## config.mk

```make
export PLATFORM = sky130hd
export DESIGN_NAME = fetch_stage
export DESIGN_NICKNAME = d
export VERILOG_FILES = /design/src/rtl/core_pkg.sv /design/src/rtl/fetch_buffer.sv /design/src/rtl/fetch_stage.sv
export SDC_FILE = /design/constraint.sdc
export NUM_CORES = 1
export LEC_CHECK = 0
export ABC_AREA = 1
export CAP_MARGIN = 10
export CORE_ASPECT_RATIO = 1.4
export CORE_UTILIZATION = 42
export CTS_CLUSTER_DIAMETER = 50
export DETAILED_ROUTE_END_ITERATION = 8
export PLACE_DENSITY = 0.73
export SYNTH_ARGS = -nofsm -noshare
export SYNTH_HDL_FRONTEND = slang
export SYNTH_SLANG_ARGS = --single-unit
```

## constraint.sdc

```tcl
create_clock -name clock -period 3.72 [get_ports clock]
set_input_delay 0.558 -clock clock [delete_from_list [all_inputs] [get_ports clock]]
set_output_delay 0.558 -clock clock [all_outputs]
set_load 0.005 [all_outputs]
```

## src/rtl/core_pkg.sv

```systemverilog
// Types and constants shared by the riscv32i core pipeline stages.
package core_pkg;

    localparam int XLEN = 32;
    localparam logic [XLEN-1:0] NOP_INST         = 32'h0000_0013;
    localparam logic [XLEN-1:0] DEFAULT_RESET_PC = 32'h0000_0000;

    typedef struct packed {
        logic [XLEN-1:0] pc;
        logic [XLEN-1:0] inst;
    } ibuf_entry_t;

    function automatic logic [XLEN-1:0] word_align(input logic [XLEN-1:0] addr);
        return addr & ~(XLEN'(3));
    endfunction

endpackage

```

## src/rtl/fetch_buffer.sv

```systemverilog
// Circular instruction buffer between instruction memory and decode.
// A flush empties the buffer and overrides any push or pop in the same cycle.
module fetch_buffer
    import core_pkg::*;
#(
    parameter  int DEPTH = 2,
    localparam int PW    = $clog2(DEPTH),
    localparam int CW    = PW + 1
) (
    input  logic          clock,
    input  logic          reset,
    input  logic          push_i,
    input  ibuf_entry_t   push_entry_i,
    input  logic          pop_i,
    input  logic          flush_i,
    output logic [CW-1:0] count_o,
    output ibuf_entry_t   head_o
);

    ibuf_entry_t   mem_q [DEPTH];
    logic [PW-1:0] wr_ptr_q, wr_ptr_d;
    logic [PW-1:0] rd_ptr_q, rd_ptr_d;
    logic [CW-1:0] count_q, count_d;

    always_comb begin
        wr_ptr_d = wr_ptr_q;
        rd_ptr_d = rd_ptr_q;
        count_d  = count_q;
        if (flush_i) begin
            wr_ptr_d = '0;
            rd_ptr_d = '0;
            count_d  = '0;
        end else begin
            // DEPTH is a power of two, so pointers wrap naturally.
            if (push_i) wr_ptr_d = wr_ptr_q + PW'(1);
            if (pop_i)  rd_ptr_d = rd_ptr_q + PW'(1);
            count_d = count_q + CW'(push_i) - CW'(pop_i);
        end
    end

    always_ff @(posedge clock or negedge reset) begin
        if (!reset) begin
            wr_ptr_q <= '0;
            rd_ptr_q <= '0;
            count_q  <= '0;
        end else begin
            wr_ptr_q <= wr_ptr_d;
            rd_ptr_q <= rd_ptr_d;
            count_q  <= count_d;
        end
    end

    always_ff @(posedge clock) begin
        if (push_i && !flush_i) mem_q[wr_ptr_q] <= push_entry_i;
    end

    assign count_o = count_q;
    assign head_o  = mem_q[rd_ptr_q];

    a_no_overflow: assert property (@(posedge clock) disable iff (!reset)
        !(push_i && !pop_i && !flush_i && count_q == CW'(DEPTH)));

endmodule

```

## src/rtl/fetch_stage.sv

```systemverilog
// Instruction-fetch stage: owns the PC, issues credit-limited reads to a
// 1-cycle synchronous instruction memory and hands words to decode.
module fetch_stage
    import core_pkg::*;
#(
    parameter logic [31:0] RESET_PC = DEFAULT_RESET_PC,
    parameter int          DEPTH    = 2
) (
    input  logic        clock,
    input  logic        reset,
    output logic        imem_req,
    output logic [31:0] imem_addr,
    input  logic [31:0] imem_rdata,
    input  logic        redirect_valid,
    input  logic [31:0] redirect_pc,
    output logic        if_valid,
    output logic [31:0] if_pc,
    output logic [31:0] if_inst,
    input  logic        id_ready
);

    localparam int CW = $clog2(DEPTH) + 1;

    logic [31:0]   pc_q, pc_d;
    logic [31:0]   inflight_pc_q, inflight_pc_d;
    logic          inflight_q, inflight_d;
    logic          kill_q, kill_d;
    ibuf_entry_t   hold_q, hold_d;

    logic [CW-1:0] count;
    ibuf_entry_t   head;
    ibuf_entry_t   push_entry;
    ibuf_entry_t   view;
    logic          pop;
    logic          push;
    logic [CW:0]   used;
    logic [CW:0]   avail;

    always_comb begin
        if_valid = (count != '0);
        pop      = if_valid & id_ready & ~redirect_valid;

        // Credit > 0 is the same as count + inflight < DEPTH + pop.
        used     = {1'b0, count} + (CW+1)'(inflight_q);
        avail    = (CW+1)'(DEPTH) + (CW+1)'(pop);
        imem_req = reset & ((used < avail) | redirect_valid);

        imem_addr = redirect_valid ? word_align(redirect_pc) : pc_q;

        // The response due in a redirect cycle belongs to the wrong path.
        push            = inflight_q & ~kill_q & ~redirect_valid;
        push_entry.pc   = inflight_pc_q;
        push_entry.inst = imem_rdata;

        pc_d          = pc_q;
        inflight_pc_d = inflight_pc_q;
        inflight_d    = imem_req;
        // Marks an outstanding request that predates a redirect; with a single
        // cycle of memory latency the target issues alongside the redirect.
        kill_d        = redirect_valid & ~imem_req;
        if (imem_req) begin
            pc_d          = imem_addr + 32'd4;
            inflight_pc_d = imem_addr;
        end

        hold_d = if_valid ? head : hold_q;
        view   = if_valid ? head : hold_q;
    end

    always_ff @(posedge clock or negedge reset) begin
        if (!reset) begin
            pc_q          <= RESET_PC;
            inflight_pc_q <= '0;
            inflight_q    <= 1'b0;
            kill_q        <= 1'b0;
            hold_q        <= '{pc: '0, inst: NOP_INST};
        end else begin
            pc_q          <= pc_d;
            inflight_pc_q <= inflight_pc_d;
            inflight_q    <= inflight_d;
            kill_q        <= kill_d;
            hold_q        <= hold_d;
        end
    end

    fetch_buffer #(
        .DEPTH (DEPTH)
    ) u_buffer (
        .clock        (clock),
        .reset        (reset),
        .push_i       (push),
        .push_entry_i (push_entry),
        .pop_i        (pop),
        .flush_i      (redirect_valid),
        .count_o      (count),
        .head_o       (head)
    );

    assign if_pc   = view.pc;
    assign if_inst = view.inst;

endmodule
```

==> results of run 1 <==
registers in the layout, summed over array words and instances (netlist names):
signal             count
hold_q                64
inflight_pc_q         30
inflight_q             1
kill_q                 1
pc_q                  32
u_buffer.count_o       2
u_buffer.mem_q       128
u_buffer.rd_ptr_q      1
u_buffer.wr_ptr_q      1
kinds of logic (layout without fill, tap and decap cells):
family                     count (synthesis)  after routing  synth area share, %
AOI/OAI and AO/OA                         79             79                4.640
buffers and inverters                     92            268                3.807
xor gates and xnor gates                   8              8               0.6479
and+or+nand+nor                          607            607                24.20
adders and majority gates                  5              5               0.5785
DFF                                      260            260                66.12
power breakdown:
group | switching, mW | total, mW | internal (mW)
Clock | 1.08 | 2.84 | 1.76
Combinational | 1.62 | 3.08 | 1.46
Sequential | 0.276 | 4.09 | 3.82
through the flow:
stage | power [mW] | hold slack, ns | utilization (%)
after CTS | 10.14 | 0.4593 | 54.15
after global placement | 7.174 | 0.4490 | 50.36
after detailed placement | 7.265 | 0.4548 | 50.36
after floorplan | 5.617 | 0.2624 | -
final | 10.01 | 0.4684 | 54.15
after global routing | 10.60 | 0.4799 | 54.15
how the worst max path moves through the flow:
| stage | depth (start not counted) | endpoint | slack (ns) | from |
|---|---|---|---|---|
| 2_1_floorplan | 5 | u_buffer.mem_q[0][0] | 0.62 | redirect_valid |
| 3_3_place_gp | 13 | pc_q[30] | 0.64 | redirect_valid |
| 3_5_place_dp | 13 | pc_q[30] | 0.62 | redirect_valid |
| 4_1_cts | 5 | if_pc[26] | 0.51 | u_buffer.rd_ptr_q |
| 5_1_grt | 5 | if_pc[26] | 0.39 | u_buffer.rd_ptr_q |
| 6_report | 5 | if_pc[26] | 0.59 | u_buffer.rd_ptr_q |
timing repair:
item / CTS / global route
hold buffers: 1 / 0
endpoints found under the setup margin: 0 / 0
endpoints found under the hold margin: 21 / 0
Yosys cell counts, types with 6 or more instances:
cell type	count	area, um^2
sky130_fd_sc_hd__a31oi_1	64	400.4
sky130_fd_sc_hd__buf_4	9	67.56
sky130_fd_sc_hd__clkbuf_1	36	135.1
sky130_fd_sc_hd__dfrtp_1	129	3228
sky130_fd_sc_hd__edfxtp_1	128	3844
sky130_fd_sc_hd__inv_1	34	127.6
sky130_fd_sc_hd__nand2_1	348	1306
sky130_fd_sc_hd__nand2_2	38	237.7
sky130_fd_sc_hd__nand2_4	6	67.56
sky130_fd_sc_hd__nand3_1	95	475.5
sky130_fd_sc_hd__nor2_1	100	375.4
sky130_fd_sc_hd__nor2_2	10	62.56
sky130_fd_sc_hd__nor2_4	6	67.56
sky130_fd_sc_hd__o21bai_1	8	60.06
layout by cell type (no fill, tap or decap), types with 3 or more instances in the layout:
cell,count
sky130_fd_sc_hd__a31oi_1,64
sky130_fd_sc_hd__buf_4,17
sky130_fd_sc_hd__bufinv_16,6
sky130_fd_sc_hd__clkbuf_1,6
sky130_fd_sc_hd__clkbuf_16,26
sky130_fd_sc_hd__clkdlybuf4s50_1,162
sky130_fd_sc_hd__dfrtp_1,128
sky130_fd_sc_hd__dfstp_2,3
sky130_fd_sc_hd__edfxtp_1,128
sky130_fd_sc_hd__ha_1,5
sky130_fd_sc_hd__inv_1,33
sky130_fd_sc_hd__inv_2,6
sky130_fd_sc_hd__nand2_1,344
sky130_fd_sc_hd__nand2_2,41
sky130_fd_sc_hd__nand2_4,7
sky130_fd_sc_hd__nand3_1,95
sky130_fd_sc_hd__nor2_1,98
sky130_fd_sc_hd__nor2_2,10
sky130_fd_sc_hd__nor2_4,8
sky130_fd_sc_hd__o21ai_0,3
sky130_fd_sc_hd__o21bai_1,8
sky130_fd_sc_hd__xnor2_1,5
sky130_fd_sc_hd__xor2_1,3
metal layers:
metal,routed length (um),global-route usage [%],up-vias
li1,-,-,3816
met1,9563,22.34,3688
met2,12620,34.11,251
met3,1486,2.639,55
met4,983,8.580,0
met5,0,0,-
area by class of cell:
cell class              instances  share of cell area (%)
multi-input cells             699                   23.96
well taps                     319                   2.914
repair buffers                181                   12.92
flip-flops and latches        260                   52.21
clock inverters                14                   1.809
clock buffers                  34                   5.115
inverters                      39                   1.069
==> impl_metrics.ini, run 1 <==
[floorplanning]
initial_utilization_pct = 42.75
floorplan.die_area_mm2 = 0.02640
design.portCount = 166
die-width_um = 137.6
die_height_um = 191.9
core-area_mm2 = 0.02530
num_rows = 69

[routing]
route.detailed.vias_per_inst = 5.052
initialDrtViolationCount = 443
ant_nets = 0
routed_wire_length_per_instance_um = 15.94
detail_route.drc_violations = 0
detail_route.wirelength_mm = 24.65
first_pass_iters = 5
detailroute.via_count = 7810

[placed_design]
port_buffers = 163
gp_congestion = 0.9020
placedCellCount = 1497
detailedPlacementHpwl_mm = 16.02
placement.cell_area_mm2 = 0.01274
dpl_worst_slack_ns = 0.6163

[grt]
number_of_antenna_violations_at_the_first_check_in_global_routing = 0
gr_usage_total_pct = 19.06
overflow = 0
grt_pass1_vias = 7714
global_route_wire_length_before_repair_mm = 38.83
maximum_number_of_pins_on_one_net_before_global_route_repair = 74

[clock_tree]
cts_resized = 0
tritoncts_num_sinks = 260
cts_htree_levels = 1
max-clock-path-buffers = 3
clk_transition_reported_paths_ns = 0.06
clk_root_buffer_cell = sky130_fd_sc_hd__clkbuf_16
cts_buffers = 26
post-cts-setup-buffers = 0
clock_tree_from_tritoncts = built
clock_network_latency_to_the_later_pin_of_the_worst_skew_pair_ns = 0.53

[sta]
final-hold-violation-count = 0
fin_setup_tns_ns = 0
max_freq_ghz = 0.3190
slew_violations = 0
final.setup_skew_ns = 0.01250
finalCriticalPeriod_ns = 3.134
final.setup.worst_slack_ns = 0.5857
timing.final.setup_violations = 0
worstMarginPinSlew_ns = 0.9434
period_share_pct = 84.26
slew-limit-headroom_pct = 37.11
rsz0062_at_grt = false

[worst_setup_path]
crit_path_top_delay_cell = sky130_fd_sc_hd__clkdlybuf4s50_1
worstReg2RegEnd = pc_q[11]
cp.arrival_ns = 2.58
timing.reg2reg.worst_path_depth = 9
path_buf_inv = 3
worst-path-max-fanout = 26
crit_family = buffers and inverters
critPathMaxStageDelay_ns = 0.56
category_of_the_critical_setup_timing_path = register to output port
crit_path_end_kind = output port
reg2reg_slack_ns = 1.45
critical_path.startpoint_type = register
required_ns = 3.16
crit-reg2reg-launch = u_buffer.count_o[1]
crit_chain = inv_2, buf_4, nand2_1, a31oi_1, clkdlybuf4s50_1

[min_path]
holdPathEnd = u_buffer.mem_q[0][49]
min_path_cells = 0
worst_hold_startpoint = inflight_pc_q[17]
min_path_type = register to register

[final_layout]
finish.instance_area_mm2 = 0.01370
design.final.nets = 1280
antenna_cells_inserted = 0
final_layout_size_suffix_gt1_share_pct = 11.17
syn2layout_area_growth_pct = 26.67
multi_input_area_mm2 = 0.003282
n_fill_cell = 2166
layout.area.seq_mm2 = 0.007152
layoutNonFillerInstCount = 1546

[logic_synthesis]
postSynthAreaPerCell_um2 = 10.29
area_of_the_mapped_netlist_mm2 = 0.01081
synth_enable_flop_cells = 128
synthesis.yosys.warnings = 0
postSynthCellCount = 1051
synth-seq-area-share_pct = 66.12
ys_async_sr_fraction_pct = 50.77
syn_nets = 1124
synth_flop_cell = sky130_fd_sc_hd__dfrtp_1
netlist-cell-type-count = 30
synth.ff_latch_count = 260

[power]
power-per-cell-area_mw_per_mm2 = 730.8
total_leakage_power_nw = 5.624
peakVddDrop_mv = 0.7245

[flow_run]
maxCapViolations = 0

[run_status]
status = finished clean
Power figures use the tool's default switching activity.
==> inputs of run 2 (changes only) <==
==> constraint.sdc (replaced) <==
create_clock -name clock -period 2.6 [get_ports clock]
set_input_delay 0.39 -clock clock [delete_from_list [all_inputs] [get_ports clock]]
set_output_delay 0.39 -clock clock [all_outputs]
set_load 0.005 [all_outputs]
==> impl_metrics.ini, run 2 (synthesis gave the netlist of run 1 again) <==
[power]
switchingPower_mw = 4.533
combinationalPowerShare_pct = 34.3
sw_share_pct = 30.96
total_leakage_power_nw = 6.012
clock_power_share_pct = 25.6
cell_internal_pwr_mw = 10.11
power_frac_seq_pct = 40.1
power-per-cell-area_mw_per_mm2 = 1014
peakVddDrop_mv = 0.6766

[worst_setup_path]
required_ns = 2.21
path_buf_inv = 3
crit_path_top_delay_cell = sky130_fd_sc_hd__clkdlybuf4s50_1
category_of_the_critical_setup_timing_path = register to output port
crit_chain = inv_2, nand2_8, clkbuf_16, a31oi_2, clkdlybuf4s50_1
critical_path.startpoint_type = register
critPathMaxStageDelay_ns = 0.55
crit_path_end_kind = output port
crit_family = buffers and inverters
cp.arrival_ns = 2.15
worst-path-max-fanout = 20

[clock_tree]
max-clock-path-buffers = 3
tritoncts_num_sinks = 260
clock_tree_from_tritoncts = built
cts_buffers = 25
clock_network_latency_to_the_later_pin_of_the_worst_skew_pair_ns = 0.52
clk_transition_reported_paths_ns = 0.06
clk_root_buffer_cell = sky130_fd_sc_hd__clkbuf_16
cts_htree_levels = 1

[final_layout]
max_flop_register = u_buffer.mem_q
largest_registers = u_buffer.mem_q (128), hold_q (64), pc_q (32)
final_layout_size_suffix_gt1_share_pct = 16.56
final_common_cell = sky130_fd_sc_hd__nand2_1
design.final.nets = 1334
multi_input_area_mm2 = 0.003457
layoutNonFillerInstCount = 1599
n_fill_cell = 2139
syn2layout_area_growth_pct = 33.52
layout.area.seq_mm2 = 0.007152
finish.instance_area_mm2 = 0.01444
max_ffs_per_register = 128
commonest_non_fill_non_tap_cells_in_the_layout = 344 x sky130_fd_sc_hd__nand2_1, 144 x sky130_fd_sc_hd__clkdlybuf4s50_1, 128 x sky130_fd_sc_hd__dfrtp_1, 128 x sky130_fd_sc_hd__edfxtp_1, 98 x sky130_fd_sc_hd__nor2_1
antenna_cells_inserted = 0

[routing]
first_pass_iters = 4
ant_nets = 0
routed_wire_length_per_instance_um = 16.22
detail_route.wirelength_mm = 25.94
initialDrtViolationCount = 338
route.detailed.vias_per_inst = 4.958
detailroute.via_count = 7928
detail_route.drc_violations = 0

[grt]
overflow = 0
grt_pass1_vias = 7740
global_route_wire_length_before_repair_mm = 39.49
gr_usage_total_pct = 19.33
maximum_number_of_pins_on_one_net_before_global_route_repair = 69
number_of_antenna_violations_at_the_first_check_in_global_routing = 0

[placed_design]
placement.cell_area_mm2 = 0.01326
gp_congestion = 0.9048
detailedPlacementHpwl_mm = 16.70
placedCellCount = 1546
port_buffers = 163

[min_path]
min_path_type = input port to asynchronous set/reset pin

[floorplanning]
num_rows = 69
design.portCount = 166
floorplan.die_area_mm2 = 0.02640
initial_utilization_pct = 42.75
die-width_um = 137.6
die_height_um = 191.9
core-area_mm2 = 0.02530

[sta]
slew-limit-headroom_pct = 40.50
period_share_pct = 97.82
worstMarginPinSlew_ns = 0.8926
max_freq_ghz = 0.3932
hold_ws_ns = 0.3029
slew_violations = 0
final-hold-violation-count = 0
timing.final.setup_violations = 0
finalCriticalPeriod_ns = 2.543
final.setup_skew_ns = 0.01231

[flow_run]
maxCapViolations = 0

[run_status]
status = finished clean
==> run 2: worst register-to-register path: cells and delay by family, from the launching register on <==
| kind | cells | cell delay (ns) |
|---|---|---|
| buffers and inverters | 1 | 0.52 |
| AND/OR/NAND/NOR | 3 | 0.41 |
| flip-flops | 1 | 0.40 |
| AO/OA/AOI/OAI | 1 | 0.07 |
| adder cells (fa/ha/maj) | 2 | 0.48 |
==> run 2: power groups by stage <==
stage,Sequential [mW],Combinational (mW),Clock [mW]
finish,5.86,5.02,3.75
global route,5.98,5.53,4.00
CTS,5.87,4.77,3.83
detailed placement,5.94,4.69,0
global placement,5.89,4.60,0
floorplan,5.81,2.23,0
==> run 2: what timing repair did <==
item,in CTS,in global routing
gates resized for setup,30,21
buffers inserted,0,2
hold buffers,1,0
setup endpoints to repair,41,50
cloned,0,4
endpoints found under the hold margin,22,0
pin swaps,3,1
==> run 2: stage by stage <==
stage / setup TNS (ns) / worst slack [ns] / util [%] / power [mW]
floorplan: 0 / 0.3804 / - / 8.037
global placement: 0 / 0.09997 / 52.41 / 10.49
detailed placement: 0 / 0.09360 / 52.41 / 10.63
CTS: -0.07508 / -0.03001 / 56.23 / 14.47
global route: -0.03104 / -0.02270 / 57.08 / 15.50
finish: 0 / 0.05679 / 57.08 / 14.64
==> run 2: path summary, 6_finish.rpt <==
| kind | start | end | slack [ns] | cells past startpoint |
|---|---|---|---|---|
| setup / recovery | u_buffer.count_o[0] | if_pc[28] | 0.06 | 5 |
| max in group asynchronous | reset | u_buffer.rd_ptr_q | 1.06 | 3 |
| hold / removal | reset | pc_q[27] | 0.30 | 2 |
| hold reg to reg | inflight_pc_q[16] | u_buffer.mem_q[1][48] | 0.47 | 0 |
| setup reg to reg | u_buffer.count_o[0] | pc_q[11] | 0.66 | 7 |
| min in group clock | imem_rdata[12] | u_buffer.mem_q[0][12] | 0.45 | 1 |
==> run 2: per-layer routing <==
metal | GRT usage, % | vias up | share of wire [%]
met2 | 34.75 | 188 | 52
met4 | 7.819 | 0 | 3.4
met1 | 22.73 | 3769 | 40
met3 | 2.903 | 40 | 5.0
li1 | - | 3931 | -
met5 | 0 | - | 0
==> run 2: area by class of cell <==
class	count	area share, %
inverter	39	1.031
sequential	260	49.53
clock buffer	26	4.359
multi-input combinational	699	23.94
timing repair buffer	236	16.79
clock inverter	20	1.586
tap	319	2.764
